`src/rtl/nes_pad_pkg.sv`:
```
// Shared types and constants for the NES gamepad poller.
package nes_pad_pkg;

  typedef enum logic [2:0] {
    IDLE,
    LATCH,
    CLK_LO,
    CLK_HI,
    DONE
  } pad_state_t;

  localparam int BTN_A      = 0;
  localparam int BTN_B      = 1;
  localparam int BTN_SELECT = 2;
  localparam int BTN_START  = 3;
  localparam int BTN_UP     = 4;
  localparam int BTN_DOWN   = 5;
  localparam int BTN_LEFT   = 6;
  localparam int BTN_RIGHT  = 7;

  typedef logic [7:0] btn_word_t;

endpackage

```
`src/rtl/pad_sync.sv`:
```
// Two-flop synchronizer for the pad serial lines; resets to the idle-high level.
module pad_sync #(
  parameter int WIDTH = 1
) (
  input  logic             clk,
  input  logic             rst_n,
  input  logic [WIDTH-1:0] d,
  output logic [WIDTH-1:0] q
);

  logic [WIDTH-1:0] meta;

  always_ff @(posedge clk or negedge rst_n) begin
    if (!rst_n) begin
      meta <= '1;
      q    <= '1;
    end else begin
      meta <= d;
      q    <= meta;
    end
  end

endmodule

```
`src/rtl/nes_pad_reader.sv`:
```
// Polls up to two 4021-based NES pads and publishes one 8-bit button word per pad.
//
// state  | meaning
// IDLE   | waiting for the poll timer or a poll request
// LATCH  | pad_latch high, bit 0 sampled on the last cycle
// CLK_LO | low half of a shift clock
// CLK_HI | high half of a shift clock, bit sampled on the last cycle
// DONE   | publish buffers to btns, pulse btns_valid
module nes_pad_reader
  import nes_pad_pkg::*;
#(
  parameter int NUM_PADS    = 2,
  parameter int BIT_HALF    = 128,
  parameter int POLL_PERIOD = 357_954
) (
  input  logic                  clk,
  input  logic                  rst_n,
  input  logic                  poll_req,
  input  logic [NUM_PADS-1:0]   pad_data_n,
  output logic                  pad_latch,
  output logic                  pad_clk,
  output logic [NUM_PADS*8-1:0] btns,
  output logic                  btns_valid,
  output logic                  busy
);

  localparam int TW = $clog2(POLL_PERIOD);
  localparam int PW = $clog2(2 * BIT_HALF);
  localparam logic [TW-1:0] TIMER_LAST = TW'(POLL_PERIOD - 1);
  localparam logic [PW-1:0] LATCH_LAST = PW'(2 * BIT_HALF - 1);
  localparam logic [PW-1:0] HALF_LAST  = PW'(BIT_HALF - 1);

  pad_state_t            state;
  logic [TW-1:0]         timer;
  logic [PW-1:0]         phase;
  logic [2:0]            bit_idx;
  logic [NUM_PADS-1:0]   sync_n;
  logic [NUM_PADS-1:0]   sample;
  logic                  start;
  btn_word_t             shift_buf [NUM_PADS];
  btn_word_t             shifted   [NUM_PADS];

  pad_sync #(.WIDTH(NUM_PADS)) u_sync (
    .clk   (clk),
    .rst_n (rst_n),
    .d     (pad_data_n),
    .q     (sync_n)
  );

  assign sample = ~sync_n;
  assign start  = (state == IDLE) && ((timer == TIMER_LAST) || poll_req);

  // Bits arrive A first, so each new sample enters at the top and slides toward bit 0.
  always_comb begin
    for (int p = 0; p < NUM_PADS; p++) begin
      shifted[p] = {sample[p], shift_buf[p][BTN_RIGHT:BTN_B]};
    end
  end

  always_ff @(posedge clk or negedge rst_n) begin
    if (!rst_n) begin
      timer <= '0;
    end else if (start || timer == TIMER_LAST) begin
      timer <= '0;
    end else begin
      timer <= timer + 1'b1;
    end
  end

  always_ff @(posedge clk or negedge rst_n) begin
    if (!rst_n) begin
      state      <= IDLE;
      phase      <= '0;
      bit_idx    <= '0;
      pad_latch  <= 1'b0;
      pad_clk    <= 1'b0;
      busy       <= 1'b0;
      btns_valid <= 1'b0;
      btns       <= '0;
      for (int p = 0; p < NUM_PADS; p++) shift_buf[p] <= '0;
    end else begin
      btns_valid <= 1'b0;
      case (state)
        IDLE: begin
          if (start) begin
            state     <= LATCH;
            phase     <= '0;
            bit_idx   <= '0;
            pad_latch <= 1'b1;
            busy      <= 1'b1;
          end
        end
        LATCH: begin
          if (phase == LATCH_LAST) begin
            for (int p = 0; p < NUM_PADS; p++) shift_buf[p] <= shifted[p];
            bit_idx   <= 3'd1;
            phase     <= '0;
            pad_latch <= 1'b0;
            state     <= CLK_LO;
          end else begin
            phase <= phase + 1'b1;
          end
        end
        CLK_LO: begin
          if (phase == HALF_LAST) begin
            phase   <= '0;
            pad_clk <= 1'b1;
            state   <= CLK_HI;
          end else begin
            phase <= phase + 1'b1;
          end
        end
        CLK_HI: begin
          if (phase == HALF_LAST) begin
            for (int p = 0; p < NUM_PADS; p++) shift_buf[p] <= shifted[p];
            phase   <= '0;
            pad_clk <= 1'b0;
            if (bit_idx == 3'd7) begin
              for (int p = 0; p < NUM_PADS; p++) btns[p*8 +: 8] <= shifted[p];
              busy       <= 1'b0;
              btns_valid <= 1'b1;
              state      <= DONE;
            end else begin
              bit_idx <= bit_idx + 1'b1;
              state   <= CLK_LO;
            end
          end else begin
            phase <= phase + 1'b1;
          end
        end
        DONE: begin
          state <= IDLE;
        end
        default: begin
          state <= IDLE;
        end
      endcase
    end
  end

endmodule

```
`config.mk`:
```
export PLATFORM = sky130hd
export DESIGN_NAME = nes_pad_reader
export DESIGN_NICKNAME = d
export VERILOG_FILES = /design/src/rtl/nes_pad_pkg.sv /design/src/rtl/pad_sync.sv /design/src/rtl/nes_pad_reader.sv
export SDC_FILE = /design/constraint.sdc
export NUM_CORES = 1
export LEC_CHECK = 0
export ABC_AREA = 0
export CAP_MARGIN = 20
export CORE_UTILIZATION = 30
export CTS_BUF_LIST = sky130_fd_sc_hd__clkbuf_8
export CTS_CLUSTER_SIZE = 30
export DETAILED_ROUTE_END_ITERATION = 12
export PLACE_DENSITY = 0.43
export SLEW_MARGIN = 30
export SYNTH_ARGS = -nofsm -noshare
export SYNTH_HDL_FRONTEND = slang
export SYNTH_SLANG_ARGS = --single-unit
```
`constraint.sdc`:
```
create_clock -name clk -period 3.2 [get_ports clk]
set_input_delay 0.48 -clock clk [delete_from_list [all_inputs] [get_ports clk]]
set_output_delay 0.48 -clock clk [all_outputs]
set_load 0.05 [all_outputs]
```
[After elaboration in Yosys (flattened, before gate mapping)]
Index checks and enable logic that the tools add are counted.
Word-level totals
  bits in read-only memories: 0
  input port bits: 5
  flip-flop bits (word level): 73
  bits in latches: 0
  RAM bits: 0
  output and inout port bits: 20
  memories kept: 0
  logic and storage cells: 80
Cells by class
  shifts and indexed selects: 0
  div/mod/pow operators: 0
  reductions and logical operators: 19
  $add $sub $neg: 3
  $lt $le $gt $ge: 0
  muxes and demuxes: 31
  bitwise logic cells: 1
  $mul: 0
  eq/ne operators: 13
Operators with widths (number)
  two-way mux 16 bit: 2
  case mux 16 bit (2 select lines): 1
  two-way mux 3 bit: 9
  two-way mux 8 bit: 3
  case mux 8 bit (3 select lines): 1
  adder 19 x 1 -> 19 bit, second input constant: 1
  equality test 19 bit, second input constant: 1
  two-way mux 19 bit: 1
  inequality test 2 bit, second input constant: 6
  case mux 3 bit (4 select lines): 1
  AND reduction 3 bit: 4
  two-way mux 1 bit: 9
  case mux 3 bit (3 select lines): 1
  adder 8 x 1 -> 8 bit, second input constant: 1
  equality test 8 x 7 -> 1 bit, second input constant: 1
  equality test 8 bit, second input constant: 1
  AND reduction 4 bit: 2
  nonzero test 2 bit: 4
  equality test 3 x 2 -> 1 bit, second input constant: 2
  case mux 1 bit (2 select lines): 3
  nonzero test 3 bit: 2
  AND reduction 5 bit: 1
  adder 3 x 1 -> 3 bit, second input constant: 1
  equality test 3 x 1 -> 1 bit, second input constant: 1
  7 further kinds: 8

[Depth between registers and ports, before layout]
Gate-level depths: netlist of the first run.
  depth in word-level cells: 5
  gate-level depth with buffers: 9
  depth with buffers taken out: 7

[By module]
Synthesis of the first run repeated with hierarchy kept, for this count alone.
Second synthesis, totals
  cell total of the unflattened synthesis: 281
  area total of the unflattened synthesis: 3151.8 um^2
By module, submodules not included
  nes_pad_reader: cells an instance 277, times used 1, sequential area each 1676.6 um^2, area each 3046.7 um^2
  pad_sync: cells an instance 4, times used 1, sequential area each 105.1 um^2, area each 105.1 um^2

[Worst setup path before layout of the first run]
OpenSTA, ideal clock, no wires.
  path type: reg2reg
  from: register phase[0]
  to: register bit_idx[0]
  required time: 3072 ps
  clock period less this slack: 1874 ps
  setup time: 128 ps
  arrival: 1746 ps
  setup slack: 1326 ps
  cell stages (with the launch flop): 7
  buffers on the path: 0
  cell sequence: dfrtp_1 ha_1 nand3_1 nor4b_4 nand4b_1 a31oi_4 mux2_1
On the way
  cells in the longest elaborated chain, start to end: 3
  elaborated cells on any way between the ends: 5
  those cells by class: 4 x eq/ne; 1 x reduce/logical
Ends and longest elaborated chain
  start: declaration: line nes_pad_reader.sv:35  | logic [PW-1:0] phase;
  start signal: assignment: line nes_pad_reader.sv:101  | phase <= phase + 1'b1;
  start signal: assignment: line nes_pad_reader.sv:110  | phase <= phase + 1'b1;
  start signal: assignment: line nes_pad_reader.sv:128  | phase <= phase + 1'b1;
  equality test 8 x 7 -> 1 bit or equality test 8 bit (tied branches): line nes_pad_reader.sv:114, nes_pad_reader.sv:94
  inequality test 2 bit (no source line)
  AND reduction 5 bit (no source line) (*)
  end signal: assignment: line nes_pad_reader.sv:124  | bit_idx <= bit_idx + 1'b1;
  end: declaration: line nes_pad_reader.sv:36  | logic [2:0] bit_idx;
Every way passes the cells marked *; elsewhere a longest branch is shown, timed or not.
A chain may end at the register's enable or synchronous reset.

[Worst setup path in the final report of the first run]
  from: register phase[0]
  to: register btns[7]
On the way
  cells in the longest elaborated chain, start to end: 2
Ends and longest elaborated chain
  equality test 8 x 7 -> 1 bit: line nes_pad_reader.sv:114  | if (phase == HALF_LAST) begin
  AND reduction 3 bit (no source line)
  end signal: assignment: line nes_pad_reader.sv:79  | btns <= '0;
  end: declaration: line nes_pad_reader.sv:22  | output logic [NUM_PADS*8-1:0] btns,
No other way between the ends.

==> out/qor.txt, run 1 <==
outcome - completed
Top FF cell, synth - dfrtp_1
Fin. Hold Viols - 0
# DRC - 0
Post-Syn Area - 3137 um^2
Max Freq - 441.4 MHz
syn avg cell area - 9.772 um^2
Comb power frac - 1.5%
post-CTS resize count - 0
core area - 9955 um^2
top-count cell post-synth - nand2_1
GRT Total Usage - 12.67%
Mapped Cells - 321
final core occ - 37.29%
Synth top area share - 53.45%
Setup CP Type - reg2reg
Yosys cell types - 45
placer congestion estimate - 0.7087
cells along the critical path - ha_1 -> nand3_1 -> nor4b_4 -> nand4_1 -> buf_4 -> nand2_1 -> o21ai_1
Die Wd - 104.3 um
synth cell count leaders - nand2_1 (93), dfrtp_1 (67), nor2_1 (31), o21ai_0 (15), and3_1 (10)
pwr/cell area - 444.6 nW/um^2
DRT iter0 DRCs - 81
H-tree depth - 3
vias in the first global route - 2,149
Seq pwr share - 54.6%
EDFF count, synth - 0
largest net degree at the start of global routing - 43
Port Buffers - 24
CTS tree - done
Syn-to-layout area delta - 18.35%
hold buffers post-CTS - 0
Synth area leaders - dfrtp_1 (53%), nand2_1 (11%), nor2_1 (3.7%)
Post-CTS Setup Inserts - 0
Critical Path AT - 2.50 ns
Max Cap Violations - 0
gr ovfl total - 0
sw frac - 22.01%
CTS clk-pin slew, worst paths - 0.08 ns
Final Cycle Share - 70.80%
Slew @ Worst Pin - 0.7355 ns
syn nets - 331
crit path capture type - flop
io pins - 25
P_leak - 1.737 nW
Vias - 2,217
drt total wl - 6247 um
fin crit period - 2.266 ns
design area - 3712 um^2
vias per cell - 4.571
Net Sw Power - 363.4 uW
first-pass iteration count of the detailed router - 6
final layout net count - 357
Yosys top cell by area - dfrtp_1
ANT cells - 0
Worst IR Drop VDD - 185.7 uV
Worst slew margin - 50.97%
setup slack after layout - 0.9343 ns
clock root cell - clkbuf_8
Critical Path Max Stage Delay - 0.47 ns
Min Hold Slack - 0.1839 ns
sequential share of the synthesized area - 56.80%
row count - 36
Critical Path Start Type - flop
Detailed Place HPWL - 4132 um
insertion delay to the later sink of the worst-skew pair - 0.35 ns
first-pass GRT wire length - 10,770 um
Routed Antenna Nets - 0
Placed Area - 3513 um^2
DR WL/cell - 12.88 um
Yosys reg bits - 71
layout cell share with drive strength beyond 1 - 9.375%
Crit-path slowest cell - nand4_1
clock group share of total power - 43.8%
Setup Skew - 0.01382 ns
Final TNS setup - 0 ns
Clock Sinks - 71
CP Max Fanout - 12
Pint - 1.287 mW
die area - 10,870 um^2
flop-to-flop setup slack - 0.93 ns
CTS Buf Count - 9
Starting Density - 31.51%
worst hold path class - in2async
chip height - 104.3 um
maximum clock path buffer count - 2
ys async rst share - 100.0%
RSZ-0062 raised after global routing - false
# setup viols final - 0
YS warnings - 0
initial antenna violation count - 0
pre-CTS setup slack - 0.8578 ns
max-slew violations - 0
WP data required - 3.44 ns
==> final timing paths <==
check                                        endpoint                     start  cells past startpoint
max in group asynchronous       u_sync.q[0]$_DFF_PN1_                     rst_n                      2
min in group clk                u_sync.q[1]$_DFF_PN1_  u_sync.meta[1]$_DFF_PN1_                      0
worst min-delay path              btns[7]$_DFFE_PN0P_                     rst_n                      1
worst max-delay path              btns[7]$_DFFE_PN0P_      phase[0]$_DFFE_PN0P_                      7
worst min register to register  u_sync.q[1]$_DFF_PN1_  u_sync.meta[1]$_DFF_PN1_                      0
worst max register to register    btns[7]$_DFFE_PN0P_      phase[0]$_DFFE_PN0P_                      7
==> sequential cells by signal, indices dropped and copies added (netlist names) <==
register     flops
timer           19
btns            16
shift_buf       14
phase            8
bit_idx          3
state            3
u_sync.meta      2
u_sync.q         2
btns_valid       1
busy             1
pad_clk          1
pad_latch        1
==> worst max-delay path: cells and delay by family, from the launching register on <==
kind | cells | cell delay [ns]
fa+ha+maj | 1 | 0.22
buf+inv | 1 | 0.36
compound gates | 1 | 0.06
flops | 1 | 0.37
simple gates | 4 | 1.14
==> cell usage in the layout, fill, tap and decap left out, drive strengths merged, types with 2 or more instances in the layout <==
cell type / n
nand2: 93
dfrtp: 67
nor2: 31
clkdlybuf4s50: 23
o21ai: 19
and3: 10
clkbuf: 10
nand3: 9
xnor2: 9
xor2: 9
inv: 9
nand4: 7
a21oi: 5
ha: 5
dfstp: 4
nor3: 3
mux2: 3
a31oi: 3
clkinv: 3
buf: 3
and2: 2
nor2b: 2
o31ai: 2
nand4b: 2
nor4b: 2
and4: 2
or2: 2
==> cell type report <==
type / instances / area, um^2
clock buffer: 10 / 137.6
clock inverter: 6 / 61.31
fill: 1010 / 6242
inverter: 7 / 26.28
multi-input combinational: 232 / 1276
sequential: 71 / 1782
tap: 133 / 166.4
timing repair buffer: 26 / 262.8
==> power groups by stage <==
| stage | clock network [mW] | registers (mW) | logic, mW |
|---|---|---|---|
| 2_1_floorplan | 0 | 0.920 | 0.0000297 |
| 3_3_place_gp | 0 | 0.919 | 0.0273 |
| 3_5_place_dp | 0 | 0.920 | 0.0274 |
| 4_1_cts | 0.760 | 0.902 | 0.0274 |
| 5_1_grt | 0.795 | 0.902 | 0.0303 |
| 6_report | 0.723 | 0.902 | 0.0251 |
==> per-stage QoR <==
| stage | total power [mW] | cells |
|---|---|---|
| after global placement | 0.9468 | 469 |
| after detailed placement | 0.9470 | 469 |
| final | 1.651 | 485 |
| after floorplan | 0.9196 | 321 |
| after CTS | 1.690 | 485 |
| after global routing | 1.727 | 485 |
==> metal layers <==
| layer | wire, um | vias up | global-route usage (%) |
|---|---|---|---|
| met5 | 0 | - | 0 |
| met4 | 75 | 0 | 3.367 |
| met3 | 192 | 5 | 4.699 |
| met2 | 2790 | 25 | 19.10 |
| met1 | 3189 | 1068 | 17.06 |
| li1 | - | 1119 | - |
==> kinds of logic (layout without fill, tap and decap cells) <==
family	count (synthesis)	after routing	share of synthesized area, %
simple gates	168	168	24.57
flops	71	71	56.80
compound gates	38	38	8.018
xor+xnor	18	18	5.026
buf+inv	18	49	2.513
fa+ha+maj	5	5	1.994
mux	3	3	1.077
Power figures use the tool's default switching activity.
==> inputs of run 2 (changes only) <==
==> constraint.sdc (replaced) <==
create_clock -name clk -period 2.3 [get_ports clk]
set_input_delay 0.345 -clock clk [delete_from_list [all_inputs] [get_ports clk]]
set_output_delay 0.345 -clock clk [all_outputs]
set_load 0.05 [all_outputs]
==> out/qor.txt, run 2 (synthesized netlist as in run 1, its figures left out) <==
Critical path destination - bit_idx[1]$_DFFE_PN0P_
Top Registers - timer (19), btns (16), shift_buf (14)
hold buffers post-CTS - 0
placer congestion estimate - 0.7489
Setup Skew - 0.008550 ns
core area - 9955 um^2
CTS tree - done
vias in the first global route - 2,233
layout cell share with drive strength beyond 1 - 10.64%
H-tree depth - 3
Routed Antenna Nets - 0
vias per cell - 4.561
worst hold path class - in2async
CP Max Fanout - 5
DR WL/cell - 12.48 um
RSZ-0062 raised after global routing - false
CTS clk-pin slew, worst paths - 0.08 ns
first-pass GRT wire length - 10,620 um
Setup CP Type - reg2reg
P_leak - 1.746 nW
Clock Sinks - 71
Worst R2R Path Depth - 6
clock root cell - clkbuf_8
insertion delay to the later sink of the worst-skew pair - 0.34 ns
maximum clock path buffer count - 2
chip height - 104.3 um
Worst IR Drop VDD - 291.9 uV
WP data required - 2.52 ns
reg2reg end - bit_idx[1]$_DFFE_PN0P_
fin crit period - 2.073 ns
Fin. Hold Viols - 0
Starting Density - 31.51%
reg-to-reg startpoint - phase[0]$_DFFE_PN0P_
Reg with most FFs - timer
Syn-to-layout area delta - 19.27%
max-slew violations - 0
most common cell after layout, fill and taps aside - nand2_1
largest net degree at the start of global routing - 72
Final TNS setup - 0 ns
number of flip-flops in the largest register - 19
most frequent cells in the layout - nand2_1 (93), dfrtp_1 (67), nor2_1 (31)
Critical Path Start Type - flop
Max Freq - 482.5 MHz
Slew @ Worst Pin - 0.4998 ns
design area - 3741 um^2
flop-to-flop setup slack - 0.23 ns
worst setup path startpoint - phase[0]$_DFFE_PN0P_
Detailed Place HPWL - 3891 um
io pins - 25
Port Buffers - 24
post-CTS resize count - 0
Die Wd - 104.3 um
GRT Total Usage - 12.36%
crit path capture type - flop
final layout net count - 362
die area - 10,870 um^2
row count - 36
gr ovfl total - 0
# DRC - 0
CTS Buf Count - 9
DRT iter0 DRCs - 102
Max Cap Violations - 0
first-pass iteration count of the detailed router - 4
Vias - 2,235
ANT cells - 0
Worst slew margin - 66.57%
Final Cycle Share - 90.12%
# setup viols final - 0
Critical Path AT - 2.29 ns
Post-CTS Setup Inserts - 0
drt total wl - 6115 um
pwr/cell area - 603.4 nW/um^2
Placed Area - 3551 um^2
initial antenna violation count - 0
outcome - completed
run 2: worst min path at each step:
stage                                   from                endpoint  slack, ns  depth (start not counted)
finish                                 rst_n     btns[7]$_DFFE_PN0P_       0.03                          2
global placement    u_sync.meta[1]$_DFF_PN1_   u_sync.q[1]$_DFF_PN1_       0.35                          0
detailed placement  u_sync.meta[0]$_DFF_PN1_   u_sync.q[0]$_DFF_PN1_       0.35                          0
global route                           rst_n     btns[6]$_DFFE_PN0P_       0.04                          2
CTS                                    rst_n      timer[0]$_DFF_PN0_       0.02                          2
floorplan                              rst_n  bit_idx[0]$_DFFE_PN0P_       0.05                          0
run 2: worst max-delay path, stage by stage (launching register included):
cell	delay, ns
dfrtp_1	0.39
ha_1	0.22
nand3_1	0.15
nor4b_4	0.42
nand4b_1	0.22
a31oi_4	0.22
mux2_1	0.33
run 2: report_power, final:
group / total [mW] / internal, mW / leakage (nW) / switching, mW
Sequential: 1.26 / 1.25 / 0.933 / 0.00135
Clock: 0.968 / 0.493 / 0.0924 / 0.476
Combinational: 0.0339 / 0.00865 / 0.721 / 0.0252
run 2: through the flow:
stage / util [%] / power (mW) / instances / worst slack [ns] / hold slack (ns)
after floorplan: - / 1.279 / 321 / 0.4260 / 0.04941
after global placement: 35.67 / 1.316 / 474 / 0.2832 / 0.3460
after detailed placement: 35.67 / 1.316 / 474 / 0.2375 / 0.3485
after CTS: 37.58 / 2.308 / 490 / 0.2237 / 0.02405
after global routing: 37.58 / 2.349 / 490 / 0.04318 / 0.03751
final: 37.58 / 2.257 / 490 / 0.2273 / 0.02854
run 2: cell type report:
type / count / area, um^2
Multi-Input combinational cell: 232 / 1276
Clock inverter: 7 / 66.31
Fill cell: 1013 / 6213
Timing Repair Buffer: 31 / 300.3
Sequential cell: 71 / 1782
Tap cell: 133 / 166.4
Inverter: 7 / 26.28
Clock buffer: 9 / 123.9
run 2: routing by layer:
| metal | vias to the layer above | GRT usage, % | wire [um] |
|---|---|---|---|
| li1 | 1129 | - | - |
| met1 | 1064 | 16.52 | 3052 |
| met2 | 34 | 19.05 | 2803 |
| met3 | 8 | 3.634 | 193 |
| met4 | 0 | 4.286 | 66 |
| met5 | - | 0 | 0 |
